File: src/rtl/crypto_pkg.sv
// Shared constants and state encoding for the session-key XOR stream stage.
package crypto_pkg;

  localparam int BYTE_W        = 8;
  localparam int KEY_BYTES_DEF = 4;

  typedef enum logic [1:0] {
    ST_IDLE    = 2'd0,
    ST_COLLECT = 2'd1,
    ST_CRYPT   = 2'd2
  } state_t;

endpackage

File: src/rtl/key_stream_xor_key_store.sv
// Session key register file: one synchronous write port, one asynchronous read port.
module key_store
  import crypto_pkg::*;
#(
  parameter int N  = KEY_BYTES_DEF,
  parameter int AW = 2
) (
  input  logic              clk,
  input  logic              rst,
  input  logic              wr_en,
  input  logic [AW-1:0]     wr_addr,
  input  logic [BYTE_W-1:0] wr_data,
  input  logic [AW-1:0]     rd_addr,
  output logic [BYTE_W-1:0] rd_data
);

  logic [BYTE_W-1:0] mem_q [N];
  logic [BYTE_W-1:0] mem_d [N];

  // Next contents: write the addressed byte when enabled.
  always_comb begin
    mem_d = mem_q;
    if (wr_en) mem_d[wr_addr] = wr_data;
  end

  // Key storage, cleared on reset so a partial key never survives.
  always_ff @(posedge clk) begin
    if (rst) mem_q <= '{default: '0};
    else     mem_q <= mem_d;
  end

  // Asynchronous read of the byte currently used for encryption.
  always_comb rd_data = mem_q[rd_addr];

endmodule

File: src/rtl/key_stream_xor.sv
// Collects a session key from the random generator, then XOR-encrypts a byte stream.
//
// state      | meaning
// -----------+------------------------------------------------------------
// ST_IDLE    | no key; waiting for key_load
// ST_COLLECT | rnd_start high, capturing one random byte per rnd_rdy pulse
// ST_CRYPT   | key ready; plaintext accepted, key bytes applied cyclically
module key_stream_xor
  import crypto_pkg::*;
#(
  parameter int KEY_BYTES = KEY_BYTES_DEF,
  parameter int DATA_W    = BYTE_W
) (
  input  logic              clk,
  input  logic              rst,
  input  logic              ena,
  input  logic              key_load,
  input  logic [DATA_W-1:0] rnd_value,
  input  logic              rnd_rdy,
  output logic              rnd_start,
  output logic              key_rdy,
  input  logic [DATA_W-1:0] pt_data,
  input  logic              pt_valid,
  output logic              pt_ready,
  output logic [DATA_W-1:0] ct_data,
  output logic              ct_valid,
  input  logic              ct_ready
);

  localparam int IDX_W = (KEY_BYTES > 1) ? $clog2(KEY_BYTES) : 1;
  localparam logic [IDX_W-1:0] LAST_IDX = IDX_W'(KEY_BYTES - 1);

  state_t            state_q, state_d;
  logic [IDX_W-1:0]  key_cnt_q, key_cnt_d;
  logic [IDX_W-1:0]  key_idx_q, key_idx_d;
  logic              rnd_start_q, rnd_start_d;
  logic              key_rdy_q, key_rdy_d;
  logic              ct_valid_q, ct_valid_d;
  logic [DATA_W-1:0] ct_data_q, ct_data_d;

  logic              cap;
  logic              xfer;
  logic              pop;
  logic [DATA_W-1:0] key_byte;

  key_store #(
    .N  (KEY_BYTES),
    .AW (IDX_W)
  ) u_key_store (
    .clk     (clk),
    .rst     (rst),
    .wr_en   (cap),
    .wr_addr (key_cnt_q),
    .wr_data (rnd_value),
    .rd_addr (key_idx_q),
    .rd_data (key_byte)
  );

  // State register; frozen while ena is low.
  always_ff @(posedge clk) begin
    if (rst)      state_q <= ST_IDLE;
    else if (ena) state_q <= state_d;
  end

  // Next-state decode.
  always_comb begin
    state_d = state_q;
    case (state_q)
      ST_IDLE:    if (key_load) state_d = ST_COLLECT;
      ST_COLLECT: if (cap && key_cnt_q == LAST_IDX) state_d = ST_CRYPT;
      ST_CRYPT:   if (key_load) state_d = ST_COLLECT;
      default:    state_d = ST_IDLE;
    endcase
  end

  // Handshake qualifiers; key_load blocks plaintext so a rekey never races a transfer.
  always_comb begin
    cap      = ena && state_q == ST_COLLECT && rnd_start_q && rnd_rdy;
    pt_ready = ena && state_q == ST_CRYPT && key_rdy_q && !key_load
               && (!ct_valid_q || ct_ready);
    xfer     = pt_valid && pt_ready;
    pop      = ena && ct_valid_q && ct_ready;
  end

  // Datapath next values: key counters, generator handshake and output register.
  always_comb begin
    rnd_start_d = rnd_start_q;
    key_rdy_d   = key_rdy_q;
    key_cnt_d   = key_cnt_q;
    key_idx_d   = key_idx_q;
    ct_valid_d  = ct_valid_q;
    ct_data_d   = ct_data_q;

    case (state_q)
      ST_IDLE: begin
        if (key_load) begin
          rnd_start_d = 1'b1;
          key_cnt_d   = '0;
          key_idx_d   = '0;
        end
      end
      ST_COLLECT: begin
        if (cap) begin
          if (key_cnt_q == LAST_IDX) begin
            rnd_start_d = 1'b0;
            key_rdy_d   = 1'b1;
            key_cnt_d   = '0;
            key_idx_d   = '0;
          end else begin
            key_cnt_d = key_cnt_q + IDX_W'(1);
          end
        end
      end
      ST_CRYPT: begin
        if (key_load) begin
          rnd_start_d = 1'b1;
          key_rdy_d   = 1'b0;
          key_cnt_d   = '0;
          key_idx_d   = '0;
        end
      end
      default: ;
    endcase

    // A held byte is only replaced by a new transfer, so rekey never disturbs it.
    if (xfer) begin
      ct_data_d  = pt_data ^ key_byte;
      ct_valid_d = 1'b1;
      key_idx_d  = (key_idx_q == LAST_IDX) ? '0 : key_idx_q + IDX_W'(1);
    end else if (pop) begin
      ct_valid_d = 1'b0;
    end
  end

  // Datapath registers; frozen while ena is low.
  always_ff @(posedge clk) begin
    if (rst) begin
      rnd_start_q <= 1'b0;
      key_rdy_q   <= 1'b0;
      key_cnt_q   <= '0;
      key_idx_q   <= '0;
      ct_valid_q  <= 1'b0;
      ct_data_q   <= '0;
    end else if (ena) begin
      rnd_start_q <= rnd_start_d;
      key_rdy_q   <= key_rdy_d;
      key_cnt_q   <= key_cnt_d;
      key_idx_q   <= key_idx_d;
      ct_valid_q  <= ct_valid_d;
      ct_data_q   <= ct_data_d;
    end
  end

  assign rnd_start = rnd_start_q;
  assign key_rdy   = key_rdy_q;
  assign ct_valid  = ct_valid_q;
  assign ct_data   = ct_data_q;

endmodule

File: config.mk
export PLATFORM = sky130hd
export DESIGN_NAME = key_stream_xor
export DESIGN_NICKNAME = d
export VERILOG_FILES = /design/src/rtl/crypto_pkg.sv /design/src/rtl/key_stream_xor_key_store.sv /design/src/rtl/key_stream_xor.sv
export SDC_FILE = /design/constraint.sdc
export NUM_CORES = 1
export LEC_CHECK = 0
export BUFFER_PORTS_ARGS = -buffer_cell sky130_fd_sc_hd__buf_2
export CAP_MARGIN = 5
export CORE_MARGIN = 3
export CORE_UTILIZATION = 40
export DETAILED_ROUTE_END_ITERATION = 6
export PLACE_DENSITY = 0.61
export SYNTH_ARGS = -nofsm -noshare
export SYNTH_HDL_FRONTEND = slang
export SYNTH_SLANG_ARGS = --single-unit
File: constraint.sdc
create_clock -name clk -period 1.8 [get_ports clk]
set_input_delay 0.36 -clock clk [delete_from_list [all_inputs] [get_ports clk]]
set_output_delay 0.36 -clock clk [all_outputs]
set_load 0.05 [all_outputs]
==> flow_summary.toml, run 1 <==
[status]
status = "completed"

[worst_setup_path]
cp_num_buf_inv = 2
critPathKind = "register to primary output"
cpLargestDelayFamily = "buffers and inverters"
worstPathRequired_ns = 1.44
critPathCaptureType = "primary output"
cpPeakStageDelay_ns = 0.35
worstSetupStartpointType = "register"
slowest_stage = "dfxtp_1"
reg2reg_depth = 4
cp.depth = 4
critPathMaxFanout = 7
path_cells = "buf_4 > nand3_1 > nor4_4 > buf_2"
worstPathArrival_ns = 1.34

[logic_synthesis]
syn_avg_cell_area_um2 = 10.4
yosys.area_share.adder_pct = 2.90
synth-simple-area-share_pct = 14.9
synthXorXnorAreaFrac_pct = 3.25
yosys_warnings = 0
muxShareOfSynthArea_pct = 23.2
synth-compound-area-share_pct = 6.73
syn_nets = 236
yosys_register_bits = 49
synth_cell_type_count = 28
synth_top_family_by_area = "multiplexers"
synth_cells = 208
seq_area_frac_synth_pct = 45.5
netlist_area_mm2 = 0.00216

[clock_tree]
cts_buffers = 5
postCtsHoldBufs = 0
cts_resized = 0
clock-sinks = 49
post-cts-setup-buffers = 0
h-tree-depth = 2
cts.clk_slew.worst_paths_ns = 0.09
clockRootBuffer = "clkbuf_8"
clock_latency_ns = 0.30
cts_tree = "built"
clockBufferDepth = 2

[grt]
grt_pass1_vias = 1490
grt-ovfl-total = 0
grt_max_degree = 50
grt_pass1_wl_um = 7380
antenna_found_initial = 0
grt_use_total_pct = 15.3

[sta]
setup_ws_ns = 0.0992
maxSlewHeadroom_pct = 67.4
rsz0062_at_grt = "false"
setup_violations = 0
finClkSkew_ns = 0.00442
finalCriticalPeriod_ns = 1.70
worstMarginPinSlew_ns = 0.488
fin_setup_tns_ns = 0
drv_slew = 0
fmax_ghz = 0.588
fin_crit_sh_pct = 94.5
hold_viol = 0

[finish]
syn2layout_area_growth_pct = 17.3
drive_above_1_share_pct = 24.7
num_antenna_cells = 0
finalInstanceArea_mm2 = 0.00253
final_util_pct = 48.9
layout.cells.most_common = "dfxtp_1"
layout_common_cells = "dfxtp_1, nor2_1, buf_2"
finalNetCount = 274

[drt]
viasPerCell = 5.00
drc = 0
wl_met1_um = 2150
routedWlPerCell_um = 13.8
num_vias = 1584
drtIter0Drc = 113
met3_length_um = 241
drtPass1Iterations = 4
ant_nets = 0
routed_wl_um = 4370
met2_length_um = 1930
topRoutingLayerUsed = "met4"

[floorplan]
initial_core_util_pct = 41.7
die_w_um = 79.4
fp-row-count = 26
die-area_mm2 = 0.00631
ioPinCount = 35
die_h_um = 79.4
core_area_mm2 = 0.00517

[job]
drv_cap = 0

[power_and_ir_drop]
switching_power_mw = 0.430
vdd_drop_max_v = 0.000360
swShare_pct = 23.4
power_frac_seq_pct = 59.4
p_int_mw = 1.41
leakagePower_nw = 1.17
powerDensity_mw_per_mm2 = 726
comb_power_share_pct = 5.9
clockPowerShare_pct = 34.7

[placement]
dp_hpwl_um = 3030
place_congestion = 0.781
portBuffers = 34
place_area_mm2 = 0.00244
dp_slack_ns = 0.198

[worst_hold_path]
hold_class = "input pin to register"
whs_path_depth = 4
per-layer routing:
layer | global-route usage, % | up-vias
li1 | - | 812
met1 | 21.2 | 732
met2 | 23.1 | 34
met3 | 4.63 | 6
met4 | 4.64 | 0
met5 | 0 | -
registers in the layout, indices dropped and copies added, names as in the netlist:
name,flops
ct_valid,1
key_idx_q,2
rnd_start,1
state_q,2
key_cnt_q,2
key_rdy,1
u_key_store.mem_q,32
ct_data,8
synthesized netlist by cell type, drive strengths merged:
| cell type | count | area, um^2 |
|---|---|---|
| a211oi | 8 | 60.1 |
| and3 | 1 | 6.26 |
| a21o | 1 | 7.51 |
| nor2b | 1 | 6.26 |
| dfxtp | 49 | 981 |
| o21ai | 3 | 15.0 |
| nor2 | 40 | 150 |
| buf | 5 | 37.5 |
| or3 | 2 | 12.5 |
| mux2i | 32 | 320 |
| inv | 3 | 11.3 |
| nand3 | 10 | 65.1 |
| mux4 | 8 | 180 |
| nand2 | 7 | 26.3 |
| nand2b | 1 | 6.26 |
| clkbuf | 7 | 26.3 |
| nand3b | 1 | 7.51 |
| nor4 | 1 | 6.26 |
| a311oi | 1 | 8.76 |
| ha | 5 | 62.6 |
| a21oi | 7 | 35.0 |
| nand4b | 1 | 8.76 |
| a31oi | 3 | 18.8 |
| nand4 | 1 | 6.26 |
| xnor2 | 8 | 70.1 |
| and4b | 2 | 20.0 |
worst min-delay path, cell delays in order:
cell,delay [ns]
buf_2,0.08
nand2_1,0.04
nand2_1,0.05
a21oi_1,0.05
power by group through the flow:
stage	clock network, mW	registers [mW]	logic [mW]
after detailed placement	0	1.12	0.108
after global routing	0.704	1.09	0.120
after CTS	0.660	1.09	0.109
after floorplan	0	1.12	0.0444
after global placement	0	1.12	0.109
final	0.637	1.09	0.108
layout make-up:
| cell class | count | area (um^2) |
|---|---|---|
| Sequential cell | 49 | 981 |
| Inverter | 3 | 11.3 |
| Tap cell | 70 | 87.6 |
| Timing Repair Buffer | 43 | 250 |
| Clock inverter | 1 | 7.51 |
| Fill cell | 514 | 2640 |
| Clock buffer | 7 | 76.3 |
| Multi-Input combinational cell | 144 | 1110 |
logic make-up (layout without fill, tap and decap cells):
family | Yosys count | in the layout
and+or+nand+nor | 68 | 68
DFF | 49 | 49
muxes | 40 | 40
AOI/OAI and AO/OA | 23 | 23
buffers and inverters | 15 | 54
xor gates and xnor gates | 8 | 8
adders and majority gates | 5 | 5
worst paths after layout:
| check | start | endpoint | slack (ns) |
|---|---|---|---|
| worst max register to register | rnd_start$_SDFFE_PP0P_ | u_key_store.mem_q[30]$_SDFFE_PP0P_ | 0.29 |
| worst max-delay path | state_q[1]$_SDFFE_PP0P_ | pt_ready | 0.1 |
| worst min-delay path | ct_ready | ct_valid$_SDFFE_PP0P_ | 0.33 |
| worst min register to register | ct_valid$_SDFFE_PP0P_ | ct_valid$_SDFFE_PP0P_ | 0.47 |
per-stage QoR:
step | hold slack (ns) | instances | power, mW
after detailed placement | 0.464 | 309 | 1.22
after floorplan | 0.458 | 208 | 1.17
final | 0.333 | 317 | 1.84
after global placement | 0.458 | 309 | 1.22
after global routing | 0.340 | 317 | 1.91
after CTS | 0.329 | 317 | 1.86
Note: power is estimated with default switching activity, not from simulation.
==> run 2, diff against run 1 <==
--- a/config.mk
+++ b/config.mk
@@ -5,12 +5,13 @@
 export SDC_FILE = /design/constraint.sdc
 export NUM_CORES = 1
 export LEC_CHECK = 0
+export ABC_AREA = 1
 export BUFFER_PORTS_ARGS = -buffer_cell sky130_fd_sc_hd__buf_2
 export CAP_MARGIN = 5
 export CORE_MARGIN = 3
 export CORE_UTILIZATION = 40
 export DETAILED_ROUTE_END_ITERATION = 6
-export PLACE_DENSITY = 0.61
+export PLACE_DENSITY = 0.6
 export SYNTH_ARGS = -nofsm -noshare
 export SYNTH_HDL_FRONTEND = slang
 export SYNTH_SLANG_ARGS = --single-unit
==> run 2 against run 1 <==
Clock-buffer cell count decreased by 1; sequential cell count stayed put; sequential share of layout area shrank 3.2 points; final cell count increased by 41%; worst hold slack got worse by 0.041 ns; total power up 19%; via count rose by 32%; clock skew rose by 0.0046 ns; non-clock buffer count shrank 3; register-to-register slack better by 0.02 ns; maximum frequency grew 0.95%; critical path type unchanged; critical endpoint unchanged; largest cell class unchanged.
==> flow_summary.toml, run 2 <==
[power_and_ir_drop]
leakagePower_nw = 1.12
p_int_mw = 1.63
clockPowerShare_pct = 38.0
comb_power_share_pct = 11.2
powerDensity_mw_per_mm2 = 793
swShare_pct = 25.5
switching_power_mw = 0.557
vdd_drop_max_v = 0.000310
power_frac_seq_pct = 50.8

[worst_setup_path]
worstSetupStartpointType = "register"
regToRegEndpoint = "ct_data[4]$_SDFFE_PP0P_"
crit_start = "state_q[0]$_SDFFE_PP0P_"
critPathCapture = "pt_ready"
cpPeakStageDelay_ns = 0.38
worstPathRequired_ns = 1.44
critPathKind = "register to primary output"
slowest_stage = "dfxtp_1"
cpLargestDelayFamily = "simple AND/OR/NAND/NOR gates"
worstPathArrival_ns = 1.32
path_cells = "nor2_1 > nand2_1 > nor2_4 > buf_4"
reg2reg_depth = 8
critPathCaptureType = "primary output"
rr_startpoint = "key_idx_q[0]$_SDFFE_PP0P_"
r2r_slack_ns = 0.31
cp.depth = 4
critPathMaxFanout = 6
cp_num_buf_inv = 1

[logic_synthesis]
synth_cell_type_count = 22
yosys_register_bits = 49
synth_most_common_cell = "nand2_1"
ys.flop_type = "dfxtp_1"
syn_nets = 369
yosys-top-cells-count = "nand2_1, inv_1, dfxtp_1, a21oi_1, o21ai_0"
synth_cells = 341
yosys.area.top_type = "dfxtp_1"
synth.area.top_cells = "dfxtp_1, nand2_1, a21oi_1"
async_reset_ff_share_pct = 0
yosys_warnings = 0
yosysTopAreaCellShare_pct = 40.7
netlist_area_mm2 = 0.00241
seq_area_frac_synth_pct = 40.7
syn_avg_cell_area_um2 = 7.06
synth-edff-count = 0

[sta]
setup_ws_ns = 0.115
maxSlewHeadroom_pct = 72.5
drv_slew = 0
rsz0062_at_grt = "false"
finClkSkew_ns = 0.00901
fmax_ghz = 0.594
fin_crit_sh_pct = 93.6
hold_viol = 0
fin_setup_tns_ns = 0
setup_violations = 0
finalCriticalPeriod_ns = 1.68
worstMarginPinSlew_ns = 0.413

[clock_tree]
cts_buffers = 5
post-cts-setup-buffers = 0
clockBufferDepth = 2
postCtsHoldBufs = 0
cts.clk_slew.worst_paths_ns = 0.09
cts_tree = "built"
clockRootBuffer = "clkbuf_8"
h-tree-depth = 2
clock_latency_ns = 0.31
cts_resized = 0
clock-sinks = 49

[worst_hold_path]
hold_class = "input pin to register"

[placement]
portBuffers = 34
dp_slack_ns = 0.311
dp_hpwl_um = 3680
placed_cells = 440
place_congestion = 0.775
place_area_mm2 = 0.00263

[floorplan]
fp-row-count = 27
core_area_mm2 = 0.00568
die_w_um = 83.6
initial_core_util_pct = 42.4
ioPinCount = 35
die-area_mm2 = 0.00699
die_h_um = 83.6

[finish]
layout.cells.non_filler = 448
num_antenna_cells = 0
finalInstanceArea_mm2 = 0.00276
syn2layout_area_growth_pct = 14.4
largest_reg_flops = 32
largest_register = "u_key_store.mem_q"
layout_common_cells = "nand2_1, inv_1, dfxtp_1"
drive_above_1_share_pct = 16.0
layout.cells.most_common = "nand2_1"
finalNetCount = 403

[grt]
grt_pass1_vias = 1910
grt_max_degree = 45
antenna_found_initial = 0
grt-ovfl-total = 0
grt_pass1_wl_um = 9230
grt_use_total_pct = 16.1

[drt]
ant_nets = 0
drtIter0Drc = 106
drtPass1Iterations = 4
num_vias = 2087
viasPerCell = 4.66
drc = 0
routed_wl_um = 5290
routedWlPerCell_um = 11.8

[status]
status = "completed"

[job]
drv_cap = 0
## run 2: cell families after synthesis
group,synth area share [%]
AND/OR/NAND/NOR,25.9
AO/OA/AOI/OAI,18.5
buffers and inverters,12.2
flip-flops,40.7
adder cells (fa/ha/maj),2.60
## run 2: worst min path at each step
stage,from,end,cells after the start,slack [ns]
global placement,u_key_store.mem_q[28]$_SDFFE_PP0P_,u_key_store.mem_q[28]$_SDFFE_PP0P_,2,0.43
detailed placement,u_key_store.mem_q[4]$_SDFFE_PP0P_,u_key_store.mem_q[4]$_SDFFE_PP0P_,2,0.44
CTS,rst,state_q[1]$_SDFFE_PP0P_,2,0.29
global route,rst,state_q[1]$_SDFFE_PP0P_,2,0.29
floorplan,u_key_store.mem_q[14]$_SDFFE_PP0P_,u_key_store.mem_q[14]$_SDFFE_PP0P_,2,0.42
finish,rst,rnd_start$_SDFFE_PP0P_,2,0.29
## run 2: final cells by class
cell class                 instances  area, um^2
clock buffer                       6        82.6
timing repair buffer              40         218
sequential                        49         981
fill                             621        2920
tap                               72        90.1
multi-input combinational        224        1140
clock inverter                     2        37.5
inverter                          55         206
## run 2: stage by stage
| stage | hold slack (ns) | total power, mW | util (%) |
|---|---|---|---|
| 3_3_place_gp | 0.432 | 1.38 | 46.4 |
| 6_report | 0.293 | 2.19 | 48.6 |
| 2_1_floorplan | 0.423 | 1.29 | - |
| 3_5_place_dp | 0.436 | 1.38 | 46.4 |
| 4_1_cts | 0.290 | 2.21 | 48.5 |
| 5_1_grt | 0.293 | 2.29 | 48.6 |
## run 2: power by group through the flow
stage | Clock, mW | Sequential, mW | Combinational, mW
3_3_place_gp | 0 | 1.14 | 0.242
6_report | 0.832 | 1.11 | 0.244
4_1_cts | 0.851 | 1.11 | 0.246
2_1_floorplan | 0 | 1.14 | 0.158
3_5_place_dp | 0 | 1.14 | 0.244
5_1_grt | 0.891 | 1.11 | 0.280
## run 2: routing by layer
metal / vias to the layer above / wire [um] / GRT usage, %
li1: 1158 / - / -
met1: 895 / 2890 / 23.7
met2: 28 / 2140 / 22.9
met3: 6 / 179 / 3.95
met4: 0 / 78 / 5.12
met5: - / 0 / 0
